<file path="src/rtl/glb_dma_pkg.sv">
// ============================================================
// glb_dma_pkg : shared FSM encoding and defaults for the GLB read DMA
// Rev 1.0
// ============================================================
`default_nettype none

package glb_dma_pkg;

  typedef enum logic [1:0] {
    ST_IDLE  = 2'd0,
    ST_RUN   = 2'd1,
    ST_DRAIN = 2'd2
  } dma_state_e;

  localparam int unsigned DEFAULT_FIFO_DEPTH = 4;

endpackage

`default_nettype wire

</file>
<file path="src/rtl/glb_dma_fifo.sv">
// ============================================================
// glb_dma_fifo : synchronous FIFO with occupancy count, zero head when empty
// Rev 1.0
// ============================================================
`default_nettype none

module glb_dma_fifo #(
  parameter int WIDTH = 33,
  parameter int DEPTH = 4
) (
  input  logic                     clk,
  input  logic                     rst_n,
  input  logic                     push,
  input  logic [WIDTH-1:0]         push_data,
  input  logic                     pop,
  output logic [WIDTH-1:0]         head_data,
  output logic                     empty,
  output logic [$clog2(DEPTH):0]   count
);

  localparam int AW = $clog2(DEPTH);
  localparam int CW = AW + 1;

  logic [WIDTH-1:0] mem_q [DEPTH];
  logic [AW-1:0]    wr_ptr_q, wr_ptr_d;
  logic [AW-1:0]    rd_ptr_q, rd_ptr_d;
  logic [CW-1:0]    count_q, count_d;
  logic             do_push;
  logic             do_pop;

  // A pop in the same cycle frees the slot, so a full FIFO may still accept.
  always_comb begin
    do_pop   = pop && (count_q != '0);
    do_push  = push && ((count_q != CW'(DEPTH)) || do_pop);
    wr_ptr_d = wr_ptr_q + (do_push ? AW'(1) : AW'(0));
    rd_ptr_d = rd_ptr_q + (do_pop ? AW'(1) : AW'(0));
    count_d  = count_q + (do_push ? CW'(1) : CW'(0)) - (do_pop ? CW'(1) : CW'(0));
  end

  always_ff @(posedge clk or negedge rst_n) begin
    if (!rst_n) begin
      wr_ptr_q <= '0;
      rd_ptr_q <= '0;
      count_q  <= '0;
    end else begin
      wr_ptr_q <= wr_ptr_d;
      rd_ptr_q <= rd_ptr_d;
      count_q  <= count_d;
    end
  end

  always_ff @(posedge clk) begin
    if (do_push) begin
      mem_q[wr_ptr_q] <= push_data;
    end
  end

  assign empty     = (count_q == '0);
  assign count     = count_q;
  assign head_data = empty ? '0 : mem_q[rd_ptr_q];

endmodule

`default_nettype wire

</file>
<file path="src/rtl/glb_read_dma.sv">
// ============================================================
// glb_read_dma : strided GLB reader streaming words out with credit-based flow control
// Rev 1.0
// ============================================================
`default_nettype none

module glb_read_dma
  import glb_dma_pkg::*;
#(
  parameter int ADDR_WIDTH = 32,
  parameter int DATA_WIDTH = 32,
  parameter int LEN_WIDTH  = 16,
  parameter int FIFO_DEPTH = DEFAULT_FIFO_DEPTH
) (
  input  logic                  clk,
  input  logic                  rst_n,
  input  logic                  start,
  input  logic [ADDR_WIDTH-1:0] base_addr,
  input  logic [LEN_WIDTH-1:0]  len,
  input  logic [ADDR_WIDTH-1:0] stride,
  output logic                  busy,
  output logic                  done,
  output logic                  glb_re,
  output logic [ADDR_WIDTH-1:0] glb_r_addr,
  input  logic [DATA_WIDTH-1:0] glb_dout,
  output logic                  m_valid,
  output logic [DATA_WIDTH-1:0] m_data,
  output logic                  m_last,
  input  logic                  m_ready
);

  localparam int CW = $clog2(FIFO_DEPTH) + 1;

  dma_state_e            state_q, state_d;
  logic [ADDR_WIDTH-1:0] addr_q, addr_d;
  logic [ADDR_WIDTH-1:0] stride_q, stride_d;
  logic [LEN_WIDTH-1:0]  len_q, len_d;
  logic [LEN_WIDTH-1:0]  issued_q, issued_d;
  logic [LEN_WIDTH-1:0]  captured_q, captured_d;
  logic                  pending_q, pending_d;
  logic                  done_q, done_d;

  logic [CW-1:0]         fifo_count;
  logic                  fifo_empty;
  logic [DATA_WIDTH:0]   fifo_head;
  logic                  last_issue;
  logic                  final_hs;

  // Credit check: an in-flight read always has a FIFO slot reserved.
  assign glb_re = (state_q == ST_RUN) && (issued_q < len_q) &&
                  ((CW'(pending_q) + fifo_count) < CW'(FIFO_DEPTH));

  assign last_issue = (issued_q == (len_q - LEN_WIDTH'(1)));
  assign m_valid    = !fifo_empty;
  assign m_data     = fifo_head[DATA_WIDTH-1:0];
  assign m_last     = fifo_head[DATA_WIDTH];
  assign final_hs   = m_valid && m_ready && m_last;
  assign busy       = (state_q != ST_IDLE);
  assign done       = done_q;
  assign glb_r_addr = addr_q;

  always_comb begin
    state_d    = state_q;
    addr_d     = addr_q;
    stride_d   = stride_q;
    len_d      = len_q;
    issued_d   = issued_q;
    captured_d = captured_q;
    pending_d  = glb_re;
    done_d     = 1'b0;

    // Address stays on the final issued word so IDLE shows the last address read.
    if (glb_re) begin
      issued_d = issued_q + LEN_WIDTH'(1);
      if (!last_issue) begin
        addr_d = addr_q + stride_q;
      end
    end
    if (pending_q) begin
      captured_d = captured_q + LEN_WIDTH'(1);
    end

    case (state_q)
      ST_IDLE: begin
        if (start) begin
          if (len != '0) begin
            state_d    = ST_RUN;
            addr_d     = base_addr;
            len_d      = len;
            stride_d   = stride;
            issued_d   = '0;
            captured_d = '0;
          end else begin
            done_d = 1'b1;
          end
        end
      end
      ST_RUN: begin
        if (glb_re && last_issue) begin
          state_d = ST_DRAIN;
        end
      end
      ST_DRAIN: begin
        if (final_hs) begin
          state_d = ST_IDLE;
          done_d  = 1'b1;
        end
      end
      default: state_d = ST_IDLE;
    endcase
  end

  always_ff @(posedge clk or negedge rst_n) begin
    if (!rst_n) begin
      state_q    <= ST_IDLE;
      addr_q     <= '0;
      stride_q   <= '0;
      len_q      <= '0;
      issued_q   <= '0;
      captured_q <= '0;
      pending_q  <= 1'b0;
      done_q     <= 1'b0;
    end else begin
      state_q    <= state_d;
      addr_q     <= addr_d;
      stride_q   <= stride_d;
      len_q      <= len_d;
      issued_q   <= issued_d;
      captured_q <= captured_d;
      pending_q  <= pending_d;
      done_q     <= done_d;
    end
  end

  glb_dma_fifo #(
    .WIDTH (DATA_WIDTH + 1),
    .DEPTH (FIFO_DEPTH)
  ) u_fifo (
    .clk       (clk),
    .rst_n     (rst_n),
    .push      (pending_q),
    .push_data ({(captured_q == (len_q - LEN_WIDTH'(1))), glb_dout}),
    .pop       (m_ready),
    .head_data (fifo_head),
    .empty     (fifo_empty),
    .count     (fifo_count)
  );

endmodule

`default_nettype wire

</file>
<file path="config.mk">
export PLATFORM = sky130hd
export DESIGN_NAME = glb_read_dma
export DESIGN_NICKNAME = d
export VERILOG_FILES = /design/src/rtl/glb_dma_pkg.sv /design/src/rtl/glb_dma_fifo.sv /design/src/rtl/glb_read_dma.sv
export SDC_FILE = /design/constraint.sdc
export NUM_CORES = 1
export LEC_CHECK = 0
export CAP_MARGIN = 10
export CELL_PAD_IN_SITES_DETAIL_PLACEMENT = 1
export CELL_PAD_IN_SITES_GLOBAL_PLACEMENT = 1
export CORE_ASPECT_RATIO = 1.4
export CORE_UTILIZATION = 45
export CTS_CLUSTER_DIAMETER = 100
export DETAILED_ROUTE_END_ITERATION = 6
export HOLD_SLACK_MARGIN = 0.1
export PLACE_DENSITY = 0.79
export SLEW_MARGIN = 20
export SYNTH_ARGS = -nofsm -noshare
export SYNTH_HDL_FRONTEND = slang
export SYNTH_SLANG_ARGS = --single-unit
</file>
<file path="constraint.sdc">
create_clock -name clk -period 7.6 [get_ports clk]
set_clock_uncertainty 0.1 [all_clocks]
set_input_delay 1.14 -clock clk [delete_from_list [all_inputs] [get_ports clk]]
set_output_delay 1.14 -clock clk [all_outputs]
set_load 0.005 [all_outputs]
</file>
==> flow_summary.ini <==
[clock_network]
cts-root-buf = clkbuf_16
cts_setup_buffers = 0
ctsHoldBuffers = 0
clock_sinks = 255
max-clock-path-buffers = 3
path_clk_slew_ns = 0.06
ctsResizeCount = 0
numCtsBuffers = 28
cts_max_level = 1
cts_tree = built
clk-insertion-delay-late_ns = 0.54

[power_and_ir_drop]
p_sw_mw = 3.12
p_seq_frac = 0.312
p_leak_nw = 6.56
p_clk_frac = 0.171
swShare = 0.394
pwr-share-comb = 0.517
total_power_mw = 7.94
intPower_mw = 4.81
powerDensity_mw_per_mm2 = 485
ir_worst_vdd_mv = 0.195

[detailed_routing]
drt_iter0_markers = 385
wl_per_cell_microns = 21.0
drcViolationCount = 0
ant_nets = 0
dr.pass1.iters = 4
drt_wl_total_mm = 36.3
vias = 9709
drt-vias-per-instance = 5.61

[yosys]
ys_ff_latch = 255
synthArstFlopShare = 0.482
syn-instance-count = 1161
synth_ff_type = edfxtp_1
synth_cell_types = 70
yosysSeqAreaShare = 0.530
synthesis.nets = 1333
synth-edff-count = 132
syn_area_per_cell_sq_um = 11.4
ys_warn_count = 0
synth.cell_area_sq_mm = 0.0133

[setup_path]
startpoint = len_q[5]$_DFFE_PN0P_
cp_max_fo = 5
crit_buf_inv = 2
r2r-start = len_q[2]$_DFFE_PN0P_
required_ns = 6.36
worstSetupPathType = flip-flop to primary output
critPathSlowestCell = clkdlybuf4s50_1
critPathArrivalTime_ns = 2.85
crit_path_cell_trace = inv_1, ha_1, a21o_1, a21o_1, a21oi_1, a21oi_1, o21ai_2, clkdlybuf4s50_1
crit_family = compound AO/OA/AOI/OAI gates
end_kind = primary output
max_stage_delay_ns = 0.53
cp-start-kind = flip-flop

[grt]
antenna_found_initial = 2
grt_max_degree = 98
grt_pass1_vias = 10618
grt_pass1_wl_mm = 57.6
overflow = 0
grt_usage = 0.246

[die]
die_y_microns = 205
num_io_pins = 185
die_width_microns = 147
start_util = 0.457
core_area_sq_mm = 0.0291
die_area_sq_mm = 0.0302
rows = 74

[finish]
syn2layout_area_growth_pct = 23.2
post_layout_nonfiller_instances = 1731
fin_nets = 1499
finish.utilization = 0.563
seqCellArea_sq_mm = 0.00704
fillers = 3051
drive_above_1_share = 0.0815
final_common_cell = clkdlybuf4s50_1
multi_input_area_sq_mm = 0.00587
layout_common_cells = clkdlybuf4s50_1 (183), nand2_1 (170), edfxtp_1 (132), dfrtp_1 (121), nor2_1 (60)

[sta]
drv_slew = 0
clock.fmax_mhz = 245
tightest_slew_ns = 1.09
finalCritPeriodShare = 0.538
setup_viol = 0
hold_viol = 0
relSlewSlack = 0.272
period_needed_ns = 4.09
rsz0062_at_grt = no
setup_tns_ns = 0

[place]
dpl.cell_count = 1677
gp_congestion = 0.839
hpwlAfterDp_mm = 25.1
port_buffers = 184

[run]
maxCapViolations = 0

[run_status]
status = finished, final reports clean

[min_path]
hp-class = flip-flop to flip-flop
worstHoldStart = stride_q[5]$_DFFE_PN0P_
power groups by stage:
stage,logic [mW],clock network (mW),registers (mW)
2_1_floorplan,2.95,0,2.28
3_3_place_gp,3.97,0,2.45
3_5_place_dp,4.09,0,2.49
4_1_cts,4.15,1.39,2.48
5_1_grt,4.54,1.43,2.54
6_report,4.10,1.35,2.48
cells by family after synthesis:
family | count (synthesis) | synth area share
xor gates and xnor gates | 88 | 0.0611
AOI/OAI and AO/OA | 205 | 0.0978
and+or+nand+nor | 405 | 0.151
DFF | 255 | 0.530
adders and majority gates | 56 | 0.0539
buffers and inverters | 93 | 0.0301
muxes | 59 | 0.0760
tightest hold or removal path, stage by stage (launching register included):
cell,delay [ns]
dfrtp_1,0.35
nand2_1,0.05
nand2_1,0.05
flip-flops by register name, summed over array words and instances, names as in the netlist, 3 cells and up:
name          count
len_q            16
captured_q       16
stride_q         32
glb_r_addr       32
issued_q         16
u_fifo.mem_q    132
u_fifo.count      3
final cells by class:
class                      count  area share
sequential                   255       0.430
multi-input combinational    813       0.359
timing repair buffer         193       0.117
clock buffer                  36      0.0476
tap                          380      0.0290
clock inverter                16     0.00887
inverter                      36     0.00826
antenna                        2    0.000306
through the flow:
step           setup WS (ns)  hold WS (ns)  instance area [sq um]
3_5_place_dp            3.27         0.376                  15400
5_1_grt                 3.36         0.408                  16400
2_1_floorplan           3.30         0.350                  13300
3_3_place_gp            3.34         0.363                  15400
6_report                3.51         0.384                  16400
4_1_cts                 3.44         0.385                  16400
synth_stat cells (all sizes together) (18+ instances only):
cell,count,area [sq um]
a21o,24,180
a21oi,52,260
and2,38,238
and3,18,118
clkbuf,41,155
dfrtp,123,3080
edfxtp,132,3960
ha,54,676
inv,36,135
mux2i,24,240
mux4,33,743
nand2,170,638
nand3,27,135
nand4,22,153
nor2,61,229
o21ai,67,339
xnor2,51,447
xor2,34,298
path summary, 6_finish.rpt:
kind / to / slack, ns / cells past startpoint
max: glb_re / 3.51 / 8
min: stride_q[5]$_DFFE_PN0P_ / 0.38 / 2
max reg2reg: glb_r_addr[21]$_DFF_PN0_ / 3.76 / 9
min reg2reg: stride_q[5]$_DFFE_PN0P_ / 0.38 / 2
max in group asynchronous: u_fifo.rd_ptr_q[0]$_DFF_PN0_ / 5.67 / 2
min in group asynchronous: glb_r_addr[11]$_DFF_PN0_ / 0.54 / 1
metal layers:
| metal | share of wire | GRT usage | wire, microns |
|---|---|---|---|
| met5 | 0 | 0 | 0 |
| met4 | 0.033 | 0.0939 | 1210 |
| met3 | 0.041 | 0.0339 | 1490 |
| met2 | 0.54 | 0.464 | 19500 |
| met1 | 0.39 | 0.279 | 14100 |
Power figures use the tool's default switching activity.
